[src/rtl/ledpanel_capture.sv]
// ledpanel_capture: receive-side RGB LED panel model that rebuilds a 32x16 3-bit frame from the panel drive pins
// and flags protocol violations (short/long lines, copy overrun, OE during latch).
module ledpanel_capture #(
    parameter int SYNC_STAGES     = 2,
    parameter int FRAME_CNT_WIDTH = 16
) (
    input  logic                       clk,
    input  logic                       reset,
    input  logic [2:0]                 led_rgb1,
    input  logic [2:0]                 led_rgb2,
    input  logic [2:0]                 led_abc,
    input  logic                       led_clk,
    input  logic                       led_latch,
    input  logic                       led_oe,
    input  logic [4:0]                 rd_x,
    input  logic [3:0]                 rd_y,
    output logic [2:0]                 rd_color,
    output logic                       frame_done,
    output logic [FRAME_CNT_WIDTH-1:0] frame_count,
    output logic                       err_short,
    output logic                       err_long,
    output logic                       err_overrun,
    output logic                       err_oe,
    input  logic                       err_clear
);
    typedef enum logic {SHIFT, COPY} state_t;
    localparam logic [2:0] ROW_MAP [8] = '{3'd4, 3'd2, 3'd6, 3'd1, 3'd5, 3'd3, 3'd7, 3'd0};
    localparam logic [FRAME_CNT_WIDTH-1:0] CNT_ONE = 1;
    state_t state, state_next;
    logic [11:0] pins;
    logic [11:0] sync_q [SYNC_STAGES];
    logic [11:0] d;
    logic prev_clk, prev_latch;
    logic clk_rise, latch_rise, shift_ok, copy_last;
    logic [5:0] shift_count, shift_count_upd;
    logic [4:0] k;
    logic [2:0] row;
    logic last_row;
    logic [2:0] top_buf [32];
    logic [2:0] bot_buf [32];
    logic [2:0] mem_top [256];
    logic [2:0] mem_bot [256];
    // d is the aligned copy of every pin; prev_* lag it by one cycle for edge detection
    assign pins = {led_rgb1, led_rgb2, led_abc, led_clk, led_latch, led_oe};
    always_ff @(posedge clk) begin
        if (!reset) begin
            for (int i = 0; i < SYNC_STAGES; i++) sync_q[i] <= '0;
            d          <= '0;
            prev_clk   <= 1'b0;
            prev_latch <= 1'b0;
        end else begin
            sync_q[0] <= pins;
            for (int i = 1; i < SYNC_STAGES; i++) sync_q[i] <= sync_q[i-1];
            d          <= sync_q[SYNC_STAGES-1];
            prev_clk   <= d[2];
            prev_latch <= d[1];
        end
    end
    assign clk_rise        = d[2] & ~prev_clk;
    assign latch_rise      = d[1] & ~prev_latch;
    assign shift_ok        = (state == SHIFT) && clk_rise && !shift_count[5];
    assign shift_count_upd = shift_count + {5'd0, shift_ok};
    assign copy_last       = (state == COPY) && (&k);
    always_ff @(posedge clk) begin
        if (!reset) state <= SHIFT;
        else        state <= state_next;
    end
    always_comb begin
        state_next = state;
        if (state == SHIFT) state_next = latch_rise ? COPY : SHIFT;
        else                state_next = (&k) ? SHIFT : COPY;
    end
    always_ff @(posedge clk) begin
        if (!reset) begin
            shift_count <= '0;
            k           <= '0;
            row         <= '0;
            last_row    <= 1'b0;
            frame_done  <= 1'b0;
            frame_count <= '0;
            rd_color    <= '0;
            err_short   <= 1'b0;
            err_long    <= 1'b0;
            err_overrun <= 1'b0;
            err_oe      <= 1'b0;
        end else begin
            frame_done <= 1'b0;
            rd_color   <= rd_y[3] ? mem_bot[{rd_y[2:0], rd_x}] : mem_top[{rd_y[2:0], rd_x}];
            if (state == SHIFT) begin
                shift_count <= shift_count_upd;
                if (latch_rise) begin
                    row      <= ROW_MAP[d[5:3]];
                    last_row <= &d[5:3];
                    k        <= '0;
                end
            end else begin
                k <= k + 5'd1;
                if (&k) begin
                    shift_count <= '0;
                    if (last_row) begin
                        frame_done  <= 1'b1;
                        frame_count <= frame_count + CNT_ONE;
                    end
                end
            end
            err_short   <= !err_clear && (err_short || ((state == SHIFT) && latch_rise && !shift_count_upd[5]));
            err_long    <= !err_clear && (err_long || ((state == SHIFT) && clk_rise && shift_count[5]));
            err_overrun <= !err_clear && (err_overrun || ((state == COPY) && (clk_rise || latch_rise)));
            err_oe      <= !err_clear && (err_oe || (!d[0] && d[1]));
        end
    end
    // Line buffers and frame memory carry no reset; columns past shift_count are masked to black on copy
    always_ff @(posedge clk) begin
        if (reset && shift_ok) begin
            top_buf[shift_count[4:0]] <= d[11:9];
            bot_buf[shift_count[4:0]] <= d[8:6];
        end
        if (reset && (state == COPY)) begin
            mem_top[{row, k}] <= ({1'b0, k} < shift_count) ? top_buf[k] : 3'b000;
            mem_bot[{row, k}] <= ({1'b0, k} < shift_count) ? bot_buf[k] : 3'b000;
        end
    end
endmodule

[config.mk]
export PLATFORM = sky130hd
export DESIGN_NAME = ledpanel_capture
export DESIGN_NICKNAME = d
export VERILOG_FILES = /design/src/rtl/ledpanel_capture.sv
export SDC_FILE = /design/constraint.sdc
export NUM_CORES = 2
export LEC_CHECK = 0
export ABC_AREA = 1
export CAP_MARGIN = 0
export CORE_MARGIN = 5
export CORE_UTILIZATION = 50
export CTS_CLUSTER_SIZE = 16
export DETAILED_ROUTE_END_ITERATION = 12
export PLACE_DENSITY = 0.65
export SYNTH_ARGS = -nofsm -noshare
export SYNTH_HDL_FRONTEND = slang
export SYNTH_SLANG_ARGS = --single-unit
[constraint.sdc]
create_clock -name clk -period 17.67 [get_ports clk]
set_input_delay 3.534 -clock clk [delete_from_list [all_inputs] [get_ports clk]]
set_output_delay 3.534 -clock clk [all_outputs]
set_load 0.01 [all_outputs]
==> results by group <==
Outcome
  • Status: finished, final reports clean

Routing
  • Vias: 48050
  • WL final: 189.8 mm
  • Residual DRC: 0
  • Routed Antenna Nets: 0
  • DR WL/cell: 22.98 um
  • TritonRoute pass-1 iters: 8
  • Vias per cell: 5.818
  • Initial detailed-routing violation count: 5817

Floorplanning
  • Core ar.: 0.1459 sq mm
  • FP Rows: 140
  • Chip height: 393.6 um
  • Die area: 0.1550 sq mm
  • Die width: 393.6 um
  • Initial core utilization: 50.43%
  • Boundary Pins: 48

Yosys
  • Post-synthesis sequential area ratio: 72.77%
  • Prevailing post-synth register cell: edfxtp_1
  • Synthesized cell area: 0.07359 sq mm
  • Syn_area_per_cell: 11.67 sq um
  • YS warnings: 0
  • Synth top cells by count: nand2_1 (1818), edfxtp_1 (1728), nand3_1 (1552), nor2_1 (354), buf_2 (179)
  • Most frequent cell after synthesis: nand2_1
  • Number of flops mapped to enable cells by yosys: 1728
  • Synth async-reset ratio: 0%
  • Number of synthesized register bits: 1811
  • Synthesized Nets: 6346
  • Gate Count Post-Synth: 6308
  • Yosys top cell by area: edfxtp_1
  • Synth top area cells: edfxtp_1 (71%), nand3_1 (11%), nand2_1 (9.3%), dfxtp_1 (2.3%), nor2_1 (1.8%)
  • Netlist cell types: 44
  • Post-synth top area share: 70.51%

Power
  • Cell Pwr Density: 108.2 mW/mm^2
  • Pwr Total: 8733 uW
  • VDD IR max: 101.9 uV
  • Pleak: 0.02827 uW

Critical path
  • Required time of the critical path: 18.41 ns
  • Cell Chain, Critical Path: buf_8 > inv_8 > buf_4 > buf_12 > nand2_1 > nand3_1 > nand3_1 > nand3_1 > nand3_1 > nand3_1 > nand2_1 > nand2_1 > nand3_1 > nand2_1 > nor2_1 > nor2_1
  • Worst stage delay on the critical path: 0.92 ns
  • Worst Path Max Fanout: 218
  • Top Family by Delay on Critical Path: buffers and inverters
  • Most used cell, CP: nand3_1
  • CP endpoint kind: flop
  • Crit-path slowest cell: buf_4
  • Setup CP Type: input port to flop
  • Critical Path AT: 8.14 ns
  • Buf+Inv Stages, Crit Path: 4
  • Startpoint types: input port

CTS
  • Clock buffer depth: 3
  • Postcts setup bufs: 0
  • Hold_buf cts: 0
  • Cts repair resizes: 0
  • CTS tree: built
  • Clk Tree Root Cell: clkbuf_16
  • CTS H-tree depth: 4
  • Sink Count: 1811
  • Inserted Clock Buffers: 181
  • Reg clk slew, reported paths: 0.06 ns
  • Worst skew pair latency: 0.82 ns

Placement
  • Placed cell count: 7921
  • HPWL Detailed: 101.3 mm
  • PortBufs: 47
  • Routability congestion estimate: 0.8180

Global route
  • Initial antenna violation count: 1
  • Congestion Overflow GR: 0
  • GRT Util Overall: 24.04%
  • First-pass GRT wire length: 286.2 mm
  • Pin count of the biggest net entering global routing: 219
  • Vias in the first global route: 46150

STA
  • Tcrit/Tclk final: 41.90%
  • Max Fclk: 0.1351 GHz
  • Slew HR: 19.79%
  • Final worst clock skew: 0.03217 ns
  • Setup TNS: 0 ns
  • Fin. max-slew vios: 0
  • Final hold vios: 0
  • Worst-Margin Slew: 1.201 ns
  • Final min period: 7.403 ns
  • RSZ-0062 raised after global routing: false
  • Final setup viols: 0

Final layout
  • Final net count: 6225
  • N_diodes: 0
  • Share of layout cells above drive strength 1: 5.393%
  • Syn-to-layout area delta: 9.684%
  • Finished Layout Cells: 8258
  • Fin util: 55.32%

Worst hold path
  • Hold WC Path Type: flop to flop

Job
  • Max-Cap Viols: 0
## final timing paths
check	startpoint	to	slack, ns	cells past startpoint
min reg2reg	sync_q[1][2]	d[2]	0.41	2
max	rd_x[0]	rd_color[1]	10.27	16
max reg2reg	flop	mem_bot[73][0]	11.97	11
min	sync_q[1][2]	d[2]	0.41	2
## where the power goes
part / internal [uW] / switching, uW / leakage (uW) / total (uW)
sequential: 4650 / 5.01 / 0.0167 / 4660
combinational: 103 / 289 / 0.00883 / 391
clock: 2090 / 1590 / 0.00275 / 3690
## layout make-up
| class | instances | area [sq um] |
|---|---|---|
| Timing Repair Buffer | 114 | 1097 |
| Clock inverter | 77 | 634.4 |
| Tap cell | 1917 | 2399 |
| Inverter | 118 | 465.4 |
| Clock buffer | 260 | 5019 |
| Sequential cell | 1811 | 53550 |
| Fill cell | 12050 | 65200 |
| Multi-Input combinational cell | 3961 | 17550 |
## sequential cells by signal, indices dropped and copies added, names as in the netlist, 3 cells and up, named ones only
name         cells
mem_top        768
frame_count     16
bot_buf         96
k                5
rd_color         3
top_buf         96
sync_q          24
row              3
d               12
shift_count      6
mem_bot        768
## placed cells by master, fill, tap and decap left out, types with 8 or more instances in the layout
master              n
a21oi_1            98
clkinv_2           17
nand3_1          1552
clkbuf_16         187
edfxtp_1         1728
bufinv_16           8
buf_4              58
inv_1             108
clkdlybuf4s50_1    41
a22oi_1            10
clkinv_1           37
o21ai_0            30
clkbuf_1           63
dfxtp_1            82
a32o_1              8
ha_1               14
nor2_1            354
buf_12             10
o311ai_0           14
nand2_1          1818
## per-layer routing
metal,vias to the layer above,track usage [%],part of all wire (%)
met5,-,0,0
met4,0,8.329,3.5
met3,380,4.850,8.9
met2,2159,38.05,47
met1,23460,33.54,41
li1,22050,-,-
## worst min-delay path, delay by kind of cell, from the launching register on
family	cells	cell delay, ns
DFF	1	0.30
and+or+nand+nor	1	0.04
buffers and inverters	1	0.04
## through the flow
stage	setup slack (ns)	hold WS (ns)	area [sq um]
5_1_grt	9.977	0.4373	80720
4_1_cts	10.39	0.4154	80720
3_5_place_dp	9.520	0.3947	75060
6_report	10.27	0.4142	80720
3_3_place_gp	9.565	0.3980	75060
2_1_floorplan	3.713	0.3905	73590
## cells by family (layout without fill, tap and decap cells)
| family | Yosys count | after routing | synth area share [%] |
|---|---|---|---|
| flip-flops | 1811 | 1811 | 72.77 |
| adder cells (fa/ha/maj) | 14 | 14 | 0.2380 |
| AO/OA/AOI/OAI | 193 | 193 | 1.595 |
| AND/OR/NAND/NOR | 3751 | 3751 | 21.91 |
| XOR/XNOR | 3 | 3 | 0.03571 |
| buffers and inverters | 536 | 569 | 3.451 |
Note: power is estimated with default switching activity, not from simulation.
